==> config.mk <==
export PLATFORM = sky130hd
export DESIGN_NAME = dvp_capture_writer
export DESIGN_NICKNAME = d
export VERILOG_FILES = /design/src/rtl/dvp_capture_writer.sv
export SDC_FILE = /design/constraint.sdc
export NUM_CORES = 1
export LEC_CHECK = 0
export ABC_CLOCK_PERIOD_IN_PS = 3500
export BUFFER_PORTS_ARGS = -buffer_cell sky130_fd_sc_hd__buf_2
export CAP_MARGIN = 5
export CORE_MARGIN = 2
export CORE_UTILIZATION = 45
export DETAILED_ROUTE_END_ITERATION = 10
export PLACE_DENSITY_LB_ADDON = 0.1
export REMOVE_ABC_BUFFERS = 1
export SLEW_MARGIN = 10
export SYNTH_ARGS = -nofsm -noshare
export SYNTH_HDL_FRONTEND = slang
export SYNTH_SLANG_ARGS = --single-unit
==> constraint.sdc <==
create_clock -name HCLK -period 3.5 [get_ports HCLK]
set_input_delay 0 -clock HCLK [delete_from_list [all_inputs] [get_ports HCLK]]
set_output_delay 0 -clock HCLK [all_outputs]
set_load 0.01 [all_outputs]
==> src/rtl/dvp_capture_writer.sv <==
// rtl/dvp_capture_writer.sv - DVP sensor sampler that crops frames and writes raw pixels into the ISP input FIFO
// The whole DVP bus, pclk included, is sampled as plain data in the HCLK domain.
module dvp_capture_writer #(
  parameter int DATA_W      = 8,
  parameter int CNT_W       = 12,
  parameter int SYNC_STAGES = 2
) (
  input  logic              HCLK,
  input  logic              HRESETn,
  input  logic              cam_pclk,
  input  logic              cam_vsync,
  input  logic              cam_href,
  input  logic [DATA_W-1:0] cam_data,
  input  logic              capture_start,
  input  logic [CNT_W-1:0]  h_active_in,
  input  logic [CNT_W-1:0]  v_active_in,
  input  logic              fifo_full,
  input  logic              overflow_clr,
  output logic              fifo_wr,
  output logic [DATA_W-1:0] fifo_wdata,
  output logic              busy,
  output logic              frame_done,
  output logic              short_frame,
  output logic              overflow,
  output logic [CNT_W-1:0]  line_cnt
);

  typedef enum logic [1:0] {IDLE, ARM, ACTIVE, DONE} state_t;

  state_t state, state_nxt;

  logic [SYNC_STAGES-1:0]             pclk_sync, vsync_sync, href_sync;
  logic [SYNC_STAGES-1:0][DATA_W-1:0] data_sync;
  logic                               pclk_d, vsync_d, href_d;
  logic                               pclk_s, vsync_s, href_s;
  logic [DATA_W-1:0]                  data_s;

  logic [CNT_W-1:0] col, lat_h, lat_v, line_inc;
  logic             pix_strobe, vsync_fall, vsync_rise, href_fall;
  logic             pix_take, line_end, last_line;
  logic             start_ok, enter_active, set_short;

  // Identical chain depth on every cam_* bit keeps data aligned with the pclk edge.
  always_ff @(posedge HCLK or negedge HRESETn) begin
    if (!HRESETn) begin
      pclk_sync  <= '0;
      vsync_sync <= '0;
      href_sync  <= '0;
      data_sync  <= '0;
      pclk_d     <= 1'b0;
      vsync_d    <= 1'b0;
      href_d     <= 1'b0;
    end else begin
      pclk_sync  <= {pclk_sync[SYNC_STAGES-2:0], cam_pclk};
      vsync_sync <= {vsync_sync[SYNC_STAGES-2:0], cam_vsync};
      href_sync  <= {href_sync[SYNC_STAGES-2:0], cam_href};
      data_sync  <= {data_sync[SYNC_STAGES-2:0], cam_data};
      pclk_d     <= pclk_s;
      vsync_d    <= vsync_s;
      href_d     <= href_s;
    end
  end

  assign pclk_s  = pclk_sync[SYNC_STAGES-1];
  assign vsync_s = vsync_sync[SYNC_STAGES-1];
  assign href_s  = href_sync[SYNC_STAGES-1];
  assign data_s  = data_sync[SYNC_STAGES-1];

  assign pix_strobe = pclk_s & ~pclk_d;
  assign vsync_fall = vsync_d & ~vsync_s;
  assign vsync_rise = vsync_s & ~vsync_d;
  assign href_fall  = href_d & ~href_s;

  assign line_inc     = line_cnt + 1'b1;
  assign pix_take     = (state == ACTIVE) && pix_strobe && href_s && (col < lat_h);
  assign line_end     = (state == ACTIVE) && href_fall && (col != '0);
  assign last_line    = line_end && (line_inc == lat_v);
  assign enter_active = (state == ARM) && vsync_fall;

  always_ff @(posedge HCLK or negedge HRESETn) begin
    if (!HRESETn) state <= IDLE;
    else          state <= state_nxt;
  end

  always_comb begin
    state_nxt = state;
    start_ok  = 1'b0;
    set_short = 1'b0;
    case (state)
      IDLE: begin
        if (capture_start && (h_active_in != '0) && (v_active_in != '0)) begin
          state_nxt = ARM;
          start_ok  = 1'b1;
        end
      end
      ARM: begin
        if (vsync_fall) state_nxt = ACTIVE;
      end
      ACTIVE: begin
        // Completing the final line outranks a coincident vsync rise.
        if (last_line) begin
          state_nxt = DONE;
        end else if (vsync_rise) begin
          state_nxt = DONE;
          set_short = 1'b1;
        end
      end
      DONE:    state_nxt = IDLE;
      default: state_nxt = IDLE;
    endcase
  end

  always_ff @(posedge HCLK or negedge HRESETn) begin
    if (!HRESETn) begin
      lat_h       <= '0;
      lat_v       <= '0;
      col         <= '0;
      line_cnt    <= '0;
      short_frame <= 1'b0;
      fifo_wr     <= 1'b0;
      fifo_wdata  <= '0;
      overflow    <= 1'b0;
    end else begin
      if (start_ok) begin
        lat_h       <= h_active_in;
        lat_v       <= v_active_in;
        line_cnt    <= '0;
        short_frame <= 1'b0;
      end else if (set_short) begin
        short_frame <= 1'b1;
      end

      if (enter_active) begin
        col <= '0;
      end else if (line_end) begin
        col      <= '0;
        line_cnt <= line_inc;
      end else if (pix_take) begin
        col <= col + 1'b1;
      end

      fifo_wr <= pix_take & ~fifo_full;
      if (pix_take && !fifo_full) fifo_wdata <= data_s;

      if (pix_take && fifo_full) overflow <= 1'b1;
      else if (overflow_clr)     overflow <= 1'b0;
    end
  end

  assign busy       = (state == ARM) || (state == ACTIVE);
  assign frame_done = (state == DONE);

endmodule

### Yosys cells after proc, flatten, opt, wreduce, memory -nomap -nowiden

Cells that the tools add are included.
Widths: inputs -> output; s select.

* bits in registers: 86
* bits of input ports: 40
* output and inout bits: 25
* word-level logic and storage cells: 78

* add/sub/neg operators: 2
* magnitude comparators: 1
* equality and inequality tests: 7
* mux-type cells: 20
* bitwise logic cells: 10
* reductions and logical operators: 21

Operators by type and width (count)
* $mux 12: 6
* $reduce_bool 12->1: 3
* $add 12x1->12 const B: 2
* $eq 12x12->1: 1
* $lt 12x12->1: 1
* $logic_and 1x1->1: 11
* $mux 1: 9
* $mux 2: 4
* $pmux 2 s4: 1
* $and 1x1->1: 5
* $not 1->1: 5
* $eq 2x2->1 const B: 2
* $ne 2x2->1 const B: 2
* $reduce_bool 2->1: 2
* $ne 3x3->1 const B: 1
* $reduce_and 3->1: 1
* $reduce_bool 3->1: 1
* $eq 2x1->1 const B: 1
* $logic_not 2->1: 1
* $logic_not 1->1: 1
* $logic_or 1x1->1: 1

### Depth between registers and ports, before layout

* word-level depth: 9
* depth in mapped cells: 11
* mapped depth without buffers: 9

### Worst setup path after synthesis

OpenSTA, ideal clock, no wires.

* path type: reg-to-reg
* start: register line_cnt[0]
* end: register state[1]
* library setup time: 125 ps
* arrival time: 2496 ps
* required time: 3375 ps
* setup slack: 879 ps
* cell stages (with the launch flop): 9
* path buffers: 0
* clock period less this slack: 2621 ps
* cells stage by stage: dfrtp_1 -> ha_1 -> xor2_1 -> or4_1 -> a2111oi_2 -> o2111ai_1 -> a211oi_2 -> o21ai_2 -> mux2_4

* longest elaborated chain between the ends: 5
* elaborated cells on any way between the ends: 7
* classes of those cells: add/sub: 1; eq/ne: 2; mux: 2; reduce/logical: 2

Ends and longest elaborated chain
* start: declaration: RTL line 25 `output logic [CNT_W-1:0] line_cnt`
* start signal: assignment: RTL line 137 `line_cnt <= line_inc;`
* $add 12x1->12 (*): RTL line 74 `assign line_inc = line_cnt + 1'b1;`
* $eq 12x12->1 (*): RTL line 77 `assign last_line = line_end && (line_inc == lat_v);`
* $logic_and 1x1->1 (*): RTL line 77
* $mux 2 / $ne 3x3->1 (equally long branches)
* $pmux 2 s4 / $reduce_and 3->1 (equally long branches)
* end signal: assignment: RTL line 82 `else state <= state_nxt;`
* end: declaration: RTL line 30 `state_t state, state_nxt;`

Mark *: on every way between the ends. The rest lies on a longest branch, timed or not.
A chain may end at the register's enable or synchronous reset.

### Final worst setup path

Ends and elaborated chain as after synthesis.

==> results.yml <==
place:
  io_buffers: 64
  dpl.hpwl_um: 6130
  placed_cells: 544
  placed_area_sq_um: 4530
  gp_congestion: 0.838
  pre_cts_ws_ns: 0.696
grt:
  use_met1: 0.281
  met2_usage: 0.280
  grt_pass1_wl_um: 14900
  antenna_found_initial: 0
  grt_max_degree: 64
  grt_pass1_vias: 3030
  use_met3: 0.0351
  top_usage_layer: "met1"
  grtUsageTotal: 0.190
  grt_remaining_overflow: 0
synthesis:
  yosys-top-cells-area: "dfrtp_1 52%, ha_1 5.8%, mux2_2 5.7%"
  syn_avg_cell_area_sq_um: 10.7
  synth-seq-cells: 86
  synth_edf_count: 0
  synth_common_cells: "86 x dfrtp_1, 37 x nand2_1, 27 x o21ai_0"
  ys_seq_area_frac: 0.522
  synthDistinctLibCells: 56
  synth_most_common_cell: "dfrtp_1"
  yosys_warnings: 0
  synth_flop_cell: "dfrtp_1"
  synth_area_sq_um: 4120
  synthArstFlopShare: 1.00
  synth_top_area_frac: 0.522
  synthesis.instances: 385
  yosysTopAreaCell: "dfrtp_1"
layout:
  finalInstanceArea_sq_um: 5120
  layout.nets: 545
  layout.cells.non_filler: 599
  multi_input_area_sq_um: 1810
  syn_to_final_growth_pct: 24.3
  drive_above_1_share: 0.234
  fillers: 771
  regArea_sq_um: 2150
  antenna_cells: 0
timing:
  tns_ns: 0
  worstMarginPinSlew_ns: 0.807
  max_slew_margin: 0.462
  report.final.slew_viol_count: 0
  fin_crit_ns: 2.80
  fmax_ghz: 0.357
  fin_crit_sh: 0.800
  rsz0062_at_grt: "no"
  finClkSkew_ns: 0.0140
  final_hold_viol_count: 0
  setup_violations: 0
  fin_ws_ns: 0.700
detailed_routing:
  route.detailed.drc: 0
  totalWireLength_um: 8860
  vias_per_cell: 5.35
  wl_per_cell_um: 14.8
  first_iter_violations: 160
  vias: 3204
  detail_route.first_pass.iterations: 4
  drt.antenna.violating_nets: 0
critical_path:
  required_ns: 3.75
  crit_type: "register to register"
  cp-start-kind: "register"
  setup.worst_path.end_class: "register"
  arrival_ns: 3.05
  path_max_fanout: 8
clock_tree:
  insertion_delay_ns: 0.36
  h-tree-depth: 3
  numCtsBuffers: 9
  clockBufferDepth: 2
  post_cts_buffers: 0
  cts.clk_slew.worst_paths_ns: 0.09
  postCtsHoldBufs: 39
  cts_root_buffer: "clkbuf_8"
  cts.sinks: 86
  cts_repair_resize_count: 0
  cts_tree: "built"
floorplanning:
  die_area_sq_um: 9930
  coreArea_sq_um: 8810
  fp.dieW_um: 99.7
  die_h_um: 99.7
  start_util: 0.468
  rows: 34
  io_pins: 65
power:
  ir_drop_mv: 0.373
  cellLeakagePower_nw: 2.34
  p_per_area_nw_per_um2: 594
status:
  outcome: "finished clean"
flow_run:
  drv_cap: 0
hold_path:
  hold_path.class: "primary input to register"
==> cell type report <==
| class | instances | area share |
|---|---|---|
| clock buffer | 9 | 0.0242 |
| inverter | 20 | 0.0147 |
| timing repair buffer | 107 | 0.145 |
| clock inverter | 7 | 0.0156 |
| tap | 108 | 0.0264 |
| multi-input combinational | 262 | 0.354 |
| sequential | 86 | 0.420 |
==> cell usage in the layout (no fill, tap or decap), types with 11 or more instances in the layout <==
cell type and n:
mux2_2 21, nor2_1 22, xor2_1 12, dlygate4sd3_1 39, nand3_1 11, nand2_1 37
buf_2 63, inv_1 20, ha_1 19, dfrtp_1 86, o21ai_0 27
==> metrics by stage <==
step / total power (W) / utilization / hold slack (ns)
after floorplan: 0.00202 / - / -0.296
after global placement: 0.00229 / 0.514 / 0.107
after detailed placement: 0.00233 / 0.514 / 0.109
after CTS: 0.00309 / 0.581 / 0.0209
after global routing: 0.00327 / 0.581 / 0.0347
final: 0.00304 / 0.581 / 0.0294
==> logic make-up after synthesis <==
logic type | count (synthesis) | share of synthesized area
adders and majority gates | 19 | 0.0577
and+or+nand+nor | 127 | 0.159
xor gates and xnor gates | 21 | 0.0447
muxes | 24 | 0.0659
DFF | 86 | 0.522
buffers and inverters | 37 | 0.0386
AOI/OAI and AO/OA | 71 | 0.112
==> worst max-delay path: stages, from the launching register on <==
cell and delay, ns:
dfrtp_1 0.47, ha_1 0.36, xor2_1 0.16, or4_1 0.48, a2111oi_2 0.34, o2111ai_1 0.17, a211oi_2 0.29, o21ai_2 0.11
mux2_4 0.30
==> report_power, final <==
part / switching [W] / internal (W) / total (W)
clock network: 0.000379 / 0.000340 / 0.000719
registers: 0.000164 / 0.00122 / 0.00139
logic: 0.000472 / 0.000463 / 0.000935
==> flip-flops by register name (all words and copies together) (netlist names) <==
| register | count |
|---|---|
| col | 12 |
| data_s | 8 |
| data_sync | 8 |
| fifo_wdata | 8 |
| fifo_wr | 1 |
| href_d | 1 |
| href_sync | 2 |
| lat_h | 12 |
| lat_v | 12 |
| line_cnt | 12 |
| overflow | 1 |
| pclk_d | 1 |
| pclk_sync | 2 |
| short_frame | 1 |
| state | 2 |
| vsync_d | 1 |
| vsync_sync | 2 |
==> final timing paths <==
check                                             from                      end  slack, ns  cells after the start
worst min register to register  pclk_sync[0]$_DFF_PN0_   pclk_sync[1]$_DFF_PN0_       0.35                      0
min in group asynchronous                      HRESETn    line_cnt[8]$_DFF_PN0_       0.22                      2
worst max-delay path             line_cnt[0]$_DFF_PN0_     state[1]$_DFFE_PN0P_       0.70                      8
worst min-delay path                     capture_start  short_frame$_DFFE_PN0P_       0.03                      3
max in group asynchronous                      HRESETn    lat_h[11]$_DFFE_PN0P_       2.44                      3
worst max register to register   line_cnt[0]$_DFF_PN0_     state[1]$_DFFE_PN0P_       0.70                      8
==> routing by layer <==
| layer | vias up | wire (um) |
|---|---|---|
| li1 | 1567 | - |
| met1 | 1539 | 4360 |
| met2 | 85 | 3890 |
| met3 | 13 | 458 |
| met4 | 0 | 152 |
| met5 | - | 0 |
(Power assumes the default switching activity.)
